--- src/rtl/approx_mon_pkg.sv ---
// Shared types and arithmetic helpers for the approximate-multiplier error monitor.
package approx_mon_pkg;

  typedef enum logic [1:0] {IDLE, RUN, DRAIN, DONE} state_t;

  function automatic logic [31:0] abs_diff(input logic [31:0] x, input logic [31:0] y);
    return (x >= y) ? (x - y) : (y - x);
  endfunction

  // Add and clamp at max_val; one extra bit catches wrap of the 64-bit sum.
  function automatic logic [63:0] sat_add(input logic [63:0] x, input logic [63:0] y,
                                          input logic [63:0] max_val);
    logic [64:0] s;
    s = {1'b0, x} + {1'b0, y};
    return (s > {1'b0, max_val}) ? max_val : s[63:0];
  endfunction

endpackage

--- src/rtl/approx_mul_err_monitor_if.sv ---
// Valid/ready stream carrying one (operand word, approximate product) pair per beat.
interface approx_mul_err_monitor_if #(
  parameter int IN_W  = 4,
  parameter int OUT_W = 4
);
  logic             s_valid;
  logic             s_ready;
  logic [IN_W-1:0]  s_in;
  logic [OUT_W-1:0] s_out;

  modport master (output s_valid, output s_in, output s_out, input s_ready);
  modport slave  (input s_valid, input s_in, input s_out, output s_ready);
endinterface

--- src/rtl/approx_err_calc.sv ---
// Combinational reference: exact truncated product, absolute error and threshold flag.
module approx_err_calc
  import approx_mon_pkg::*;
#(
  parameter int A_W   = 2,
  parameter int B_W   = 2,
  parameter int OUT_W = 4,
  parameter int ET    = 2
) (
  input  logic [A_W-1:0]   a,
  input  logic [B_W-1:0]   b,
  input  logic [OUT_W-1:0] approx,
  output logic [OUT_W-1:0] exact,
  output logic [OUT_W-1:0] err,
  output logic             viol
);

  // Multiplying in OUT_W bits gives the product modulo 2^OUT_W directly.
  assign exact = OUT_W'(a) * OUT_W'(b);
  assign err   = OUT_W'(abs_diff(32'(exact), 32'(approx)));
  assign viol  = 32'(err) > 32'(ET);

endmodule

--- src/rtl/approx_mul_err_monitor.sv ---
// Streaming error monitor: accepts n_samples beats, checks each against the exact
// product through a 2-stage pipe, and accumulates saturating error statistics.
module approx_mul_err_monitor
  import approx_mon_pkg::*;
#(
  parameter int IN_W  = 4,
  parameter int OUT_W = 4,
  parameter int ET    = 2,
  parameter int CNT_W = 16
) (
  input  logic                   clk,
  input  logic                   rst,
  input  logic                   start,
  input  logic [CNT_W-1:0]       n_samples,
  approx_mul_err_monitor_if.slave s,
  output logic                   busy,
  output logic                   done,
  output logic [CNT_W-1:0]       viol_cnt,
  output logic [OUT_W-1:0]       max_err,
  output logic [CNT_W+OUT_W-1:0] sum_err,
  output logic [IN_W-1:0]        first_viol_in,
  output logic                   first_viol_vld
);

  localparam int HALF  = IN_W / 2;
  localparam int SUM_W = CNT_W + OUT_W;
  localparam logic [SUM_W-1:0] SUM_MAX = '1;
  localparam logic [CNT_W-1:0] CNT_MAX = '1;

  state_t           state_reg, state_next;
  logic [CNT_W-1:0] acc_reg, acc_next;
  logic [CNT_W-1:0] n_reg, n_next;
  logic             ready_reg, ready_next;
  logic             busy_reg, busy_next;
  logic             done_reg, done_next;
  logic             accept;

  logic [OUT_W-1:0] calc_exact, calc_err;
  logic             calc_viol;

  logic             s1_vld_reg;
  logic [IN_W-1:0]  s1_in_reg;
  logic [OUT_W-1:0] s1_exact_reg;
  logic [OUT_W-1:0] s1_err_reg;
  logic             s1_viol_reg;

  logic [CNT_W-1:0] viol_reg;
  logic [OUT_W-1:0] max_reg;
  logic [SUM_W-1:0] sum_reg;
  logic [IN_W-1:0]  fv_in_reg;
  logic             fv_vld_reg;

  // A handshake coinciding with start belongs to the run being abandoned.
  assign accept = s.s_valid && ready_reg && !start;

  approx_err_calc #(
    .A_W   (HALF),
    .B_W   (IN_W - HALF),
    .OUT_W (OUT_W),
    .ET    (ET)
  ) u_calc (
    .a      (s.s_in[HALF-1:0]),
    .b      (s.s_in[IN_W-1:HALF]),
    .approx (s.s_out),
    .exact  (calc_exact),
    .err    (calc_err),
    .viol   (calc_viol)
  );

  always_comb begin
    state_next = state_reg;
    acc_next   = acc_reg;
    n_next     = n_reg;
    if (start) begin
      state_next = RUN;
      acc_next   = '0;
      n_next     = n_samples;
    end else begin
      case (state_reg)
        RUN: begin
          if (accept) acc_next = acc_reg + CNT_W'(1);
          if (acc_reg == n_reg) state_next = DRAIN;
        end
        DRAIN:   if (!s1_vld_reg) state_next = DONE;
        default: state_next = state_reg;
      endcase
    end
    // Registered outputs are derived from next-state so they line up with the state.
    ready_next = (state_next == RUN) && (acc_next < n_next);
    busy_next  = (state_next == RUN) || (state_next == DRAIN);
    done_next  = (state_next == DONE);
  end

  always_ff @(posedge clk or posedge rst) begin
    if (rst) begin
      state_reg <= IDLE;
      acc_reg   <= '0;
      n_reg     <= '0;
      ready_reg <= 1'b0;
      busy_reg  <= 1'b0;
      done_reg  <= 1'b0;
    end else begin
      state_reg <= state_next;
      acc_reg   <= acc_next;
      n_reg     <= n_next;
      ready_reg <= ready_next;
      busy_reg  <= busy_next;
      done_reg  <= done_next;
    end
  end

  always_ff @(posedge clk or posedge rst) begin
    if (rst) begin
      s1_vld_reg   <= 1'b0;
      s1_in_reg    <= '0;
      s1_exact_reg <= '0;
      s1_err_reg   <= '0;
      s1_viol_reg  <= 1'b0;
    end else begin
      s1_vld_reg <= accept;
      if (accept) begin
        s1_in_reg    <= s.s_in;
        s1_exact_reg <= calc_exact;
        s1_err_reg   <= calc_err;
        s1_viol_reg  <= calc_viol;
      end
    end
  end

  always_ff @(posedge clk or posedge rst) begin
    if (rst) begin
      viol_reg   <= '0;
      max_reg    <= '0;
      sum_reg    <= '0;
      fv_in_reg  <= '0;
      fv_vld_reg <= 1'b0;
    end else if (start) begin
      viol_reg   <= '0;
      max_reg    <= '0;
      sum_reg    <= '0;
      fv_in_reg  <= '0;
      fv_vld_reg <= 1'b0;
    end else if (s1_vld_reg) begin
      sum_reg <= SUM_W'(sat_add(64'(sum_reg), 64'(s1_err_reg), 64'(SUM_MAX)));
      if (s1_err_reg > max_reg) max_reg <= s1_err_reg;
      if (s1_viol_reg) begin
        if (viol_reg != CNT_MAX) viol_reg <= viol_reg + CNT_W'(1);
        if (!fv_vld_reg) begin
          fv_in_reg  <= s1_in_reg;
          fv_vld_reg <= 1'b1;
        end
      end
    end
  end

  // The registered exact product is kept for debug probing alongside the error.
  logic [OUT_W-1:0] dbg_exact;
  assign dbg_exact = s1_exact_reg;

  assign s.s_ready      = ready_reg;
  assign busy           = busy_reg;
  assign done           = done_reg;
  assign viol_cnt       = viol_reg;
  assign max_err        = max_reg;
  assign sum_err        = sum_reg;
  assign first_viol_in  = fv_in_reg;
  assign first_viol_vld = fv_vld_reg;

endmodule

--- src/flat_wrapper.sv ---
// flat-port wrapper written by rule: the top's interface ports become plain ports
module approx_mul_err_monitor_flat import approx_mon_pkg::*;
#(
  parameter int IN_W  = 4,
  parameter int OUT_W = 4,
  parameter int ET    = 2,
  parameter int CNT_W = 16
)
  (clk, rst, start, n_samples, busy, done, viol_cnt, max_err, sum_err, first_viol_in, first_viol_vld, s_s_valid, s_s_in, s_s_out, s_s_ready);
  approx_mul_err_monitor_if #(.IN_W(IN_W), .OUT_W(OUT_W)) s_i ();
  input  logic clk;
  input  logic rst;
  input  logic start;
  input  logic [CNT_W-1:0] n_samples;
  output logic busy;
  output logic done;
  output logic [CNT_W-1:0] viol_cnt;
  output logic [OUT_W-1:0] max_err;
  output logic [CNT_W+OUT_W-1:0] sum_err;
  output logic [IN_W-1:0] first_viol_in;
  output logic first_viol_vld;
  input wire logic [$bits(s_i.s_valid)-1:0] s_s_valid;
  input wire logic [$bits(s_i.s_in)-1:0] s_s_in;
  input wire logic [$bits(s_i.s_out)-1:0] s_s_out;
  output wire logic [$bits(s_i.s_ready)-1:0] s_s_ready;
  assign s_i.s_valid = s_s_valid;
  assign s_i.s_in = s_s_in;
  assign s_i.s_out = s_s_out;
  assign s_s_ready = s_i.s_ready;
  approx_mul_err_monitor #(.IN_W(IN_W), .OUT_W(OUT_W), .ET(ET), .CNT_W(CNT_W)) u_core (.clk(clk), .rst(rst), .start(start), .n_samples(n_samples), .s(s_i), .busy(busy), .done(done), .viol_cnt(viol_cnt), .max_err(max_err), .sum_err(sum_err), .first_viol_in(first_viol_in), .first_viol_vld(first_viol_vld));
endmodule
--- config.mk ---
export PLATFORM = sky130hd
export DESIGN_NAME = approx_mul_err_monitor_flat
export DESIGN_NICKNAME = d
export VERILOG_FILES = /design/src/rtl/approx_mon_pkg.sv /design/src/rtl/approx_mul_err_monitor_if.sv /design/src/rtl/approx_err_calc.sv /design/src/rtl/approx_mul_err_monitor.sv /design/src/flat_wrapper.sv
export SDC_FILE = /design/constraint.sdc
export NUM_CORES = 1
export LEC_CHECK = 0
export BUFFER_PORTS_ARGS = -buffer_cell sky130_fd_sc_hd__buf_2
export CAP_MARGIN = 10
export CELL_PAD_IN_SITES_DETAIL_PLACEMENT = 0
export CELL_PAD_IN_SITES_GLOBAL_PLACEMENT = 2
export CORE_MARGIN = 2
export CORE_UTILIZATION = 40
export CTS_BUF_LIST = sky130_fd_sc_hd__clkbuf_2 sky130_fd_sc_hd__clkbuf_4 sky130_fd_sc_hd__clkbuf_8
export CTS_CLUSTER_SIZE = 25
export DETAILED_ROUTE_END_ITERATION = 8
export PLACE_DENSITY = 0.95
export SETUP_SLACK_MARGIN = 0.4
export SYNTH_ARGS = -nofsm -noshare
export SYNTH_HDL_FRONTEND = slang
export SYNTH_SLANG_ARGS = --single-unit
export TNS_END_PERCENT = 50
--- constraint.sdc ---
create_clock -name clk -period 7 [get_ports clk]
set_input_delay 0.7 -clock clk [delete_from_list [all_inputs] [get_ports clk]]
set_output_delay 0.7 -clock clk [all_outputs]
set_load 0.05 [all_outputs]
== Word level (Yosys, flattened, before mapping) ==
Index checks and enable logic that the tools add are counted.

* Memories: 0
* RAM bits: 0
* Bits in latches: 0
* Word-level logic and storage cells: 73
* Flip-flop bits (word level): 92
* Bits of input ports: 28
* Memory bits (read-only): 0

* Add/sub/neg operators: 5
* Order comparisons: 5
* Shifts and indexed selects: 0
* $mul: 1
* Multiplexer cells: 26
* Div/mod/pow operators: 0
* Bitwise operators: 0
* Reductions and logical operators: 13
* Equal/unequal tests: 8

{| class="wikitable"
|+ Operator list
! operator !! number
|-
| 2-to-1 mux 16 bit || 8
|-
| 2-to-1 mux 20 bit || 3
|-
| adder 16 x 1 -> 16 bit (second input constant) || 2
|-
| 2-to-1 mux 4 bit || 8
|-
| adder 20 x 4 -> 21 bit || 1
|-
| > comparator 21 x 20 -> 1 bit (second input constant) || 1
|-
| == test 16 bit || 1
|-
| < comparator 16 bit || 1
|-
| inequality test 16 bit (second input constant) || 1
|-
| nonzero test 2 bit || 4
|-
| subtractor 4 bit || 2
|-
| == test 2 bit (second input constant) || 3
|-
| 2-to-1 mux 2 bit || 3
|-
| AND reduction 3 bit || 2
|-
| == test 2 x 1 -> 1 bit (second input constant) || 2
|-
| greater-or-equal comparator 4 bit || 1
|-
| > comparator 4 x 2 -> 1 bit (second input constant) || 1
|-
| > comparator 4 bit || 1
|-
| multiplier 2 x 2 -> 4 bit || 1
|-
| case mux 2 bit (2 select lines) || 1
|-
| AND reduction 2 bit || 2
|-
| logical AND 1 bit || 3
|-
| 2-to-1 mux 1 bit || 3
|-
| inequality test 2 bit (second input constant) || 1
|-
| 2 further kinds || 2
|}

== Logic depth before layout (Yosys ltp) ==
Gate-level depths: netlist (run 1).

* Word-level depth: 7
* Gate-level depth with buffers: 14
* Mapped depth without buffers: 13

== Cells and area by module ==
From an unflattened synthesis (run 1), not the netlist that was laid out.

* Cells, all modules: 570
* Area, all modules: 5495.3 um^2

{| class="wikitable"
|+ Modules (own cells, without submodules)
! module !! instances !! area an instance (um^2) !! seq. area each (um^2) !! cells an instance
|-
| approx_mul_err_monitor || 1 || 5083.6 || 2302.2 || 512
|-
| approx_err_calc || 1 || 411.6 || 0.0 || 58
|}

== Least setup slack after synthesis (run 1) ==
OpenSTA, ideal clock, no wires.

* Kind: input to register
* From: input s_s_in[0]
* To: register u_core.s1_viol_reg
* Setup slack: 4.107 ns
* Data required time: 6.934 ns
* Library setup time: 0.066 ns
* Arrival time: 2.827 ns
* Stages on the path: 10
* Path through: and2_1 ha_1 ha_1 ha_1 buf_2 a211o_1 a31o_1 or3_1 a31oi_1 o32a_1

* Longest elaborated chain between the ends: 4
* Elaborated cells on any way between the ends: 6
* Those cells by class: add/sub (2); mul (1); order compare (2); mux (1)

{| class="wikitable"
|+ RTL lines
! what !! RTL line !! text
|-
| from (decl) || flat_wrapper.sv:23 || <nowiki>input wire logic [$bits(s_i.s_in)-1:0] s_s_in;</nowiki>
|-
| multiplier 2 x 2 -> 4 bit (*) || approx_err_calc.sv:19 || <nowiki>assign exact = OUT_W'(a) * OUT_W'(b);</nowiki>
|-
| subtractor 4 bit / greater-or-equal comparator 4 bit (equally long branches) || approx_mon_pkg.sv:7 || <nowiki>return (x >= y) ? (x - y) : (y - x);</nowiki>
|-
| 2-to-1 mux 4 bit (*) || approx_mon_pkg.sv:7 ||
|-
| > comparator 4 x 2 -> 1 bit (*) || approx_err_calc.sv:21 || <nowiki>assign viol = 32'(err) > 32'(ET);</nowiki>
|-
| to (signal assigned) || approx_mul_err_monitor.sv:125 || <nowiki>s1_viol_reg <= calc_viol;</nowiki>
|-
| to (decl) || approx_mul_err_monitor.sv:45 || <nowiki>logic s1_viol_reg;</nowiki>
|}

Mark *: on every way between the ends. The rest lies on a longest branch, timed or not.
A chain may end at the register's enable or synchronous reset.

== Final worst setup path (run 1) ==
* From: input start
* To: register u_core.ready_reg (netlist: u_core.s.s_ready)

* Longest elaborated chain between the ends: 7
* Elaborated cells on any way between the ends: 10
* Those cells by class: order compare (1); eq/ne (1); mux (5); reduce/logical (3)

{| class="wikitable"
|+ RTL lines
! what !! RTL line !! text
|-
| from (decl) || flat_wrapper.sv:13 || <nowiki>input logic start;</nowiki>
|-
| zero test 1 bit || approx_mul_err_monitor.sv:54 || <nowiki>assign accept = s.s_valid && ready_reg && !start;</nowiki>
|-
| logical AND 1 bit || approx_mul_err_monitor.sv:54 ||
|-
| 2-to-1 mux 16 bit || approx_mul_err_monitor.sv:81 || <nowiki>if (accept) acc_next = acc_reg + CNT_W'(1);</nowiki>
|-
| 2-to-1 mux 16 bit || approx_mul_err_monitor.sv:79 || <nowiki>case (state_reg)</nowiki>
|-
| 2-to-1 mux 16 bit (*) || approx_mul_err_monitor.sv:74 || <nowiki>if (start) begin</nowiki>
|-
| named net u_core.acc_next[14] || approx_mul_err_monitor.sv:31 || <nowiki>logic [CNT_W-1:0] acc_reg, acc_next;</nowiki>
|-
| < comparator 16 bit (*) || approx_mul_err_monitor.sv:89 || <nowiki>ready_next = (state_next == RUN) && (acc_next < n_next);</nowiki>
|-
| logical AND 1 bit (*) || approx_mul_err_monitor.sv:89 ||
|-
| named net u_core.ready_next || approx_mul_err_monitor.sv:33 || <nowiki>logic ready_reg, ready_next;</nowiki>
|-
| to (signal assigned) || approx_mul_err_monitor.sv:106 || <nowiki>ready_reg <= ready_next;</nowiki>
|-
| to (decl) || approx_mul_err_monitor.sv:33 ||
|}

The timed path passes the listed nets; every way through them passes the cells marked *.

==> qor.txt, run 1 <==
Status - finished clean
Slew margin rel. - 32.9%
Cell variety after synth - 59
Smallest setup slack after layout - 3440 ps
Multi-input gate area - 2930 um^2
CTS tree - done
Skew-Pair Late Insertion Delay - 370 ps
CTS Root Cell - clkbuf_8
EDFF count, synth - 0
Synth async-reset ratio - 100%
Core Area - 13,300 um^2
Drt first pass iters - 4
Die W - 121 um
Worst R2R Start - u_core.state_reg[1]$_DFF_PP0_
Cell Pwr Density - 186 nW/um^2
Worst EP required - 7240 ps
Crit path max-delay cell type - or3_1
DRT antenna net count - 0
Critical Path Source - start
HP Class - in -> async
Post-synth top area share - 41.7%
TNS Setup - 0 ps
Max reg flops - 20
Std cell rows - 42
Share of post-route cells with drive strength above 1 - 16.8%
Main flop type after synthesis - dfrtp_1
CTS Sinks - 92
Gr ovfl total - 0
Post-Synthesis Cells - 573
Initial DRC count - 324
Highest clock rate - 281 MHz
Routed WL - 12.6 mm
Compound-gate portion of the synthesized area - 14.0%
Fillcell total - 1,314
Count leader, synth - dfrtp_1
H-Tree Depth - 3
Synth Register Bits - 92
Global-route wire length before repair - 21.6 mm
Critical path arrival - 3800 ps
Clock buffer depth - 2
Mapped cell area - 5520 um^2
Fin. max-slew vios - 0
Worst clock skew - 7.60 ps
Critical path class - in -> reg
Minimum clock period - 3560 ps
Placed insts - 803
Yosys Warn Count - 0
Number of global-route vias before repair - 4,386
Final setup viols - 0
Largest family of logic cells by synthesized area - simple AND/OR/NAND/NOR gates
HPWL Detailed - 9.10 mm
FF+latch area - 2300 um^2
Seq/Total Area, Yosys - 41.7%
Area leader, netlist - dfrtp_1
Post-CTS Hold Buffers - 0
Layout Nets - 708
Area Growth Syn to Fin - 12.8%
Initial core utilization - 41.4%
Non-Filler Instances - 818
Crit-path cells - buf_2, buf_4, nand4b_1, nor2_1, nand3_1, or3_1, a21oi_1, ha_1, nor2b_1, o21ai_0, nand3b_1, a2111oi_0
Final antenna diode count - 0
Reg2reg setup slack - 3700 ps
Setup Buffers After CTS - 0
Die area - 14,800 um^2
Simple-gate share of the synthesized area - 18.2%
CP max stage delay - 450 ps
I/O pin total - 76
Final hold vios - 0
Adder-Cell Fraction of Synth Area - 9.93%
Worst Setup Start Kind - input pin
Syn_nets - 643
Worst-path fanout max - 86
Post-DR vias/cell - 5.38
Worst setup EP type - register
Static leakage - 2.98 nW
CTS clock-pin slew for the worst setup and hold paths - 90 ps
Initial antenna violation count - 0
Routed wire length per instance - 15.5 um
Hold_ws - 292 ps
CTS Buf Count - 9
Period utilization - 50.8%
Die Y - 121 um
Mux share of post-synthesis cell area - 5.12%
Tot Pwr - 1.16 mW
RSZ-0062 raised after global routing - false
Top post-synthesis cells by area - dfrtp_1, ha_1, mux2i_1
Xor and xnor area share after synthesis - 5.87%
Total number of vias - 4,399
Synth cell count leaders - dfrtp_1, nor2_1, inv_1, ha_1, nand2_1
Pin count of the biggest net entering global routing - 87
DRC - 0
Worst-Margin Slew - 1010 ps
Number of cells upsized or downsized after cts - 0
GPL Wtd Cong - 0.812
IO Port Bufs - 75
Peak supply drop - 0.0766 mV
GRT Util Overall - 18.2%
Setup WS pre-CTS - 3070 ps
Mean Syn Cell Area - 9.64 um^2
Maxcap violations - 0
[worst max-delay path: cells and delay by family]
kind / cells / cell delay (ps)
simple gates: 6 / 1570
fa+ha+maj: 1 / 280
compound gates: 3 / 730
buf+inv: 2 / 460
[where the power goes]
part / total, mW / internal (mW) / switching [mW]
combinational: 0.219 / 0.0827 / 0.136
clock: 0.355 / 0.170 / 0.185
sequential: 0.587 / 0.559 / 0.0282
[final timing paths]
| check | to | cells after the start |
|---|---|---|
| setup reg to reg | u_core.s.s_ready$_DFF_PP0_ | 12 |
| max in group asynchronous | u_core.viol_cnt[6]$_DFFE_PP0P_ | 3 |
| min in group clk | u_core.s1_in_reg[0]$_DFFE_PP0P_ | 2 |
| hold / removal | u_core.sum_err[9]$_DFFE_PP0P_ | 2 |
| setup / recovery | u_core.s.s_ready$_DFF_PP0_ | 12 |
| hold reg to reg | u_core.s1_in_reg[0]$_DFFE_PP0P_ | 2 |
[cell usage in the layout (no fill, tap or decap), types with 5 or more instances in the layout]
cell type  count
a311oi_1       8
or3_1          9
and3_1        11
o21a_1         6
and4_1         6
xnor2_1       27
o21ai_0       20
nand3_1       18
nand4_1       15
a211oi_1      15
o21bai_1       5
xor2_1        10
and2_1         7
nand2b_1      11
nand2_1       37
nor2_1        49
nor3_1         9
nor2b_1        5
dfrtp_1       92
ha_1          39
buf_2         75
a31oi_1       11
clkbuf_8      13
inv_1         46
a21oi_1       21
mux2i_1       26
[cell families (layout without fill, tap and decap cells)]
kind of cell | Yosys count | count (layout)
adders and majority gates | 42 | 42
xor gates and xnor gates | 37 | 37
AOI/OAI and AO/OA | 111 | 111
DFF | 92 | 92
and+or+nand+nor | 191 | 191
buffers and inverters | 72 | 141
muxes | 28 | 28
[metrics by stage]
stage | utilization (%) | area, um^2
3_3_place_gp | 45.2 | 6040
5_1_grt | 46.7 | 6230
2_1_floorplan | - | 5520
6_report | 46.7 | 6230
3_5_place_dp | 45.2 | 6040
4_1_cts | 46.7 | 6230
[per-layer routing]
metal | global-route usage (%) | wire [um] | vias up
li1 | - | - | 2160
met1 | 26.1 | 6140 | 2131
met2 | 28.2 | 5780 | 95
met3 | 2.87 | 538 | 13
met4 | 5.82 | 182 | 0
met5 | 0 | 0 | -
[final cells by class]
type | instances | share of cell area, %
Clock inverter | 1 | 0.0804
Tap cell | 176 | 3.54
Sequential cell | 92 | 37.0
Clock buffer | 14 | 2.99
Inverter | 48 | 2.91
Timing Repair Buffer | 78 | 6.39
Multi-Input combinational cell | 409 | 47.1
(Power assumes the default switching activity.)
==> run 2, diff against run 1 <==
--- a/config.mk
+++ b/config.mk
@@ -10,11 +10,11 @@
 export CELL_PAD_IN_SITES_DETAIL_PLACEMENT = 0
 export CELL_PAD_IN_SITES_GLOBAL_PLACEMENT = 2
 export CORE_MARGIN = 2
-export CORE_UTILIZATION = 40
+export CORE_UTILIZATION = 38
 export CTS_BUF_LIST = sky130_fd_sc_hd__clkbuf_2 sky130_fd_sc_hd__clkbuf_4 sky130_fd_sc_hd__clkbuf_8
 export CTS_CLUSTER_SIZE = 25
 export DETAILED_ROUTE_END_ITERATION = 8
-export PLACE_DENSITY = 0.95
+export PLACE_DENSITY = 0.91
 export SETUP_SLACK_MARGIN = 0.4
 export SYNTH_ARGS = -nofsm -noshare
 export SYNTH_HDL_FRONTEND = slang
==> constraint.sdc (replaced) <==
create_clock -name clk -period 3.54 [get_ports clk]
set_input_delay 0.354 -clock clk [delete_from_list [all_inputs] [get_ports clk]]
set_output_delay 0.354 -clock clk [all_outputs]
set_load 0.05 [all_outputs]
==> run 2 against run 1 <==
Compared with the run above: global-route usage decreased by 1.1 points; count of clock-buffer cells in the layout decreased by 2; via count increased by 1.0%; worst hold slack got worse by 100 ps; critical path type is now reg -> reg.
==> qor.txt, run 2 (synthesized netlist as in run 1, its figures left out) <==
HP Class - in -> reg
Fillcell total - 1,384 (+5.3%)
Post-DR vias/cell - 5.32 (-1.0%)
Gr ovfl total - 0 (unchanged)
Top Family by Delay on Critical Path - simple AND/OR/NAND/NOR gates
Smallest setup slack after layout - 630 ps (-2810 ps)
Die W - 125 um (+2.5%)
Share of post-route cells with drive strength above 1 - 18.6% (+1.8 points)
DRT antenna net count - 0 (unchanged)
Setup WS pre-CTS - 284 ps (-2780 ps)
Layout Nets - 716 (+1.1%)
Routed WL - 12.8 mm (+1.4%)
Worst-Margin Slew - 834 ps (-172 ps)
Clock buffer depth - 2 (unchanged)
Core Area - 14,400 um^2 (+7.6%)
Critical Path Source - u_core.state_reg[1]$_DFF_PP0_
Most common cell after layout, fill and taps aside - dfrtp_1
CP max stage delay - 430 ps (-20 ps)
Max reg flops - 20 (unchanged)
Global-route wire length before repair - 21.7 mm (+0.32%)
Die area - 15,500 um^2 (+5.1%)
Drt first pass iters - 5 (+1)
Static leakage - 3.03 nW (+1.8%)
Peak supply drop - 0.209 mV (+170%)
FF+latch area - 2300 um^2 (unchanged)
HPWL Detailed - 9.04 mm (-0.59%)
Worst R2R Start - u_core.state_reg[1]$_DFF_PP0_
Status - finished clean
Worst Setup EP - u_core.s.s_ready$_DFF_PP0_
R2R Path End - u_core.s.s_ready$_DFF_PP0_
Die Y - 125 um (+2.5%)
Initial DRC count - 181 (-44%)
Worst setup EP type - register
Worst-path fanout max - 7 (-92%)
Critical path arrival - 3170 ps (-630 ps)
Initial core utilization - 38.4% (-2.9 points)
Final instance area - 6350 um^2 (+2.0%)
CTS Sinks - 92 (unchanged)
Number of global-route vias before repair - 4,364 (-0.50%)
I/O pin total - 76 (unchanged)
Worst EP required - 3800 ps (-3440 ps)
Skew-Pair Late Insertion Delay - 380 ps (about the same)
TNS Setup - 0 ps (unchanged)
Critical path buffer and inverter count - 2 (unchanged)
DRC - 0 (unchanged)
IO Port Bufs - 75 (unchanged)
RSZ-0062 raised after global routing - false
Cell Pwr Density - 367 nW/um^2 (+97%)
Routed wire length per instance - 15.4 um (-0.67%)
Hold_ws - 191 ps (-102 ps)
Worst Setup Start Kind - register
Std cell rows - 44 (+4.8%)
Area Growth Syn to Fin - 15.1%
Fin. max-slew vios - 0 (unchanged)
Total number of vias - 4,444 (+1.0%)
Slew margin rel. - 43.5% (+11 points)
Crit-path cells - inv_1, ha_4, nand4b_1, nor2_2, nand3_2, buf_4, or3_1, a21oi_1, ha_1, nand4_1, nor4_1, a2111oi_2
Highest clock rate - 344 MHz
Pin count of the biggest net entering global routing - 78 (-10%)
Cell depth of the worst flop-to-flop path - 12 (unchanged)
CP Depth - 12 (unchanged)
Initial antenna violation count - 0 (unchanged)
Worst clock skew - 15.9 ps (+8.29 ps)
CTS Root Cell - clkbuf_8
CTS tree - done
GRT Util Overall - 17.1% (-1.1 points)
H-Tree Depth - 3 (unchanged)
Reg2reg setup slack - 630 ps (-3070 ps)
Maxcap violations - 0 (unchanged)
Multi-input gate area - 2970 um^2 (+1.2%)
Commonest non-fill, non-tap cells in the layout - dfrtp_1, buf_2, nor2_1, inv_1, ha_1
Final hold vios - 0 (unchanged)
CTS clock-pin slew for the worst setup and hold paths - 100 ps (about the same)
Crit path max-delay cell type - dfrtp_1
Final setup viols - 0 (unchanged)
Final antenna diode count - 0 (unchanged)
Tot Pwr - 2.33 mW (+100%)
Period utilization - 82.2%
GPL Wtd Cong - 0.838 (+3.1%)
Minimum clock period - 2910 ps
Critical path class - reg -> reg
Cell Area, Placed - 6070 um^2 (+0.50%)
CTS Buf Count - 9 (unchanged)
-- run 2: routing by layer --
layer / wire, um / GRT usage, % / up-vias
met5: 0 / 0 / -
met1: 6200 / 23.6 / 2140
met2: 5820 / 26.2 / 88
met3: 445 / 3.61 / 23
met4: 357 / 7.27 / 0
li1: - / - / 2193
-- run 2: worst min-delay path: cells and delay by family --
| kind | cells | cell delay [ps] |
|---|---|---|
| buffers and inverters | 1 | 90 |
| AND/OR/NAND/NOR | 2 | 80 |
-- run 2: area by class of cell --
type | count | area share (%)
clock buffers | 12 | 2.30
clock inverters | 4 | 0.788
inverters | 48 | 2.86
multi-input cells | 409 | 46.8
flip-flops and latches | 92 | 36.2
well taps | 184 | 3.62
repair buffers | 86 | 7.44
-- run 2: what timing repair did --
item                                    4_1_cts  5_1_grt
gates resized for setup                       2        6
hold buffers                                  1        0
pin swaps                                     3        2
endpoints found under the setup margin        1        1
setup buffers                                 6        0
endpoints found under the hold margin        15        0
-- run 2: where the power goes --
part | leakage (nW) | internal [mW] | switching, mW | total [mW]
logic | 1.73 | 0.167 | 0.270 | 0.438
registers | 1.21 | 1.11 | 0.0578 | 1.16
clock network | 0.0968 | 0.349 | 0.381 | 0.730
-- run 2: worst min-delay path by stage --
stage | startpoint | end | cells after the start
floorplan | u_core.s1_in_reg[0]$_DFFE_PP0P_ | u_core.s1_in_reg[0]$_DFFE_PP0P_ | 2
detailed placement | rst | u_core.max_err[2]$_DFFE_PP0P_ | 2
global route | s_s_in[2] | u_core.s1_in_reg[2]$_DFFE_PP0P_ | 3
finish | s_s_in[3] | u_core.s1_in_reg[3]$_DFFE_PP0P_ | 3
global placement | rst | u_core.max_err[3]$_DFFE_PP0P_ | 2
CTS | s_s_in[3] | u_core.s1_in_reg[3]$_DFFE_PP0P_ | 3
-- run 2: metrics by stage --
step	utilization, %	cells
6_report	44.2	835
5_1_grt	44.2	835
4_1_cts	44.0	835
3_5_place_dp	42.2	812
3_3_place_gp	42.2	812
2_1_floorplan	-	573
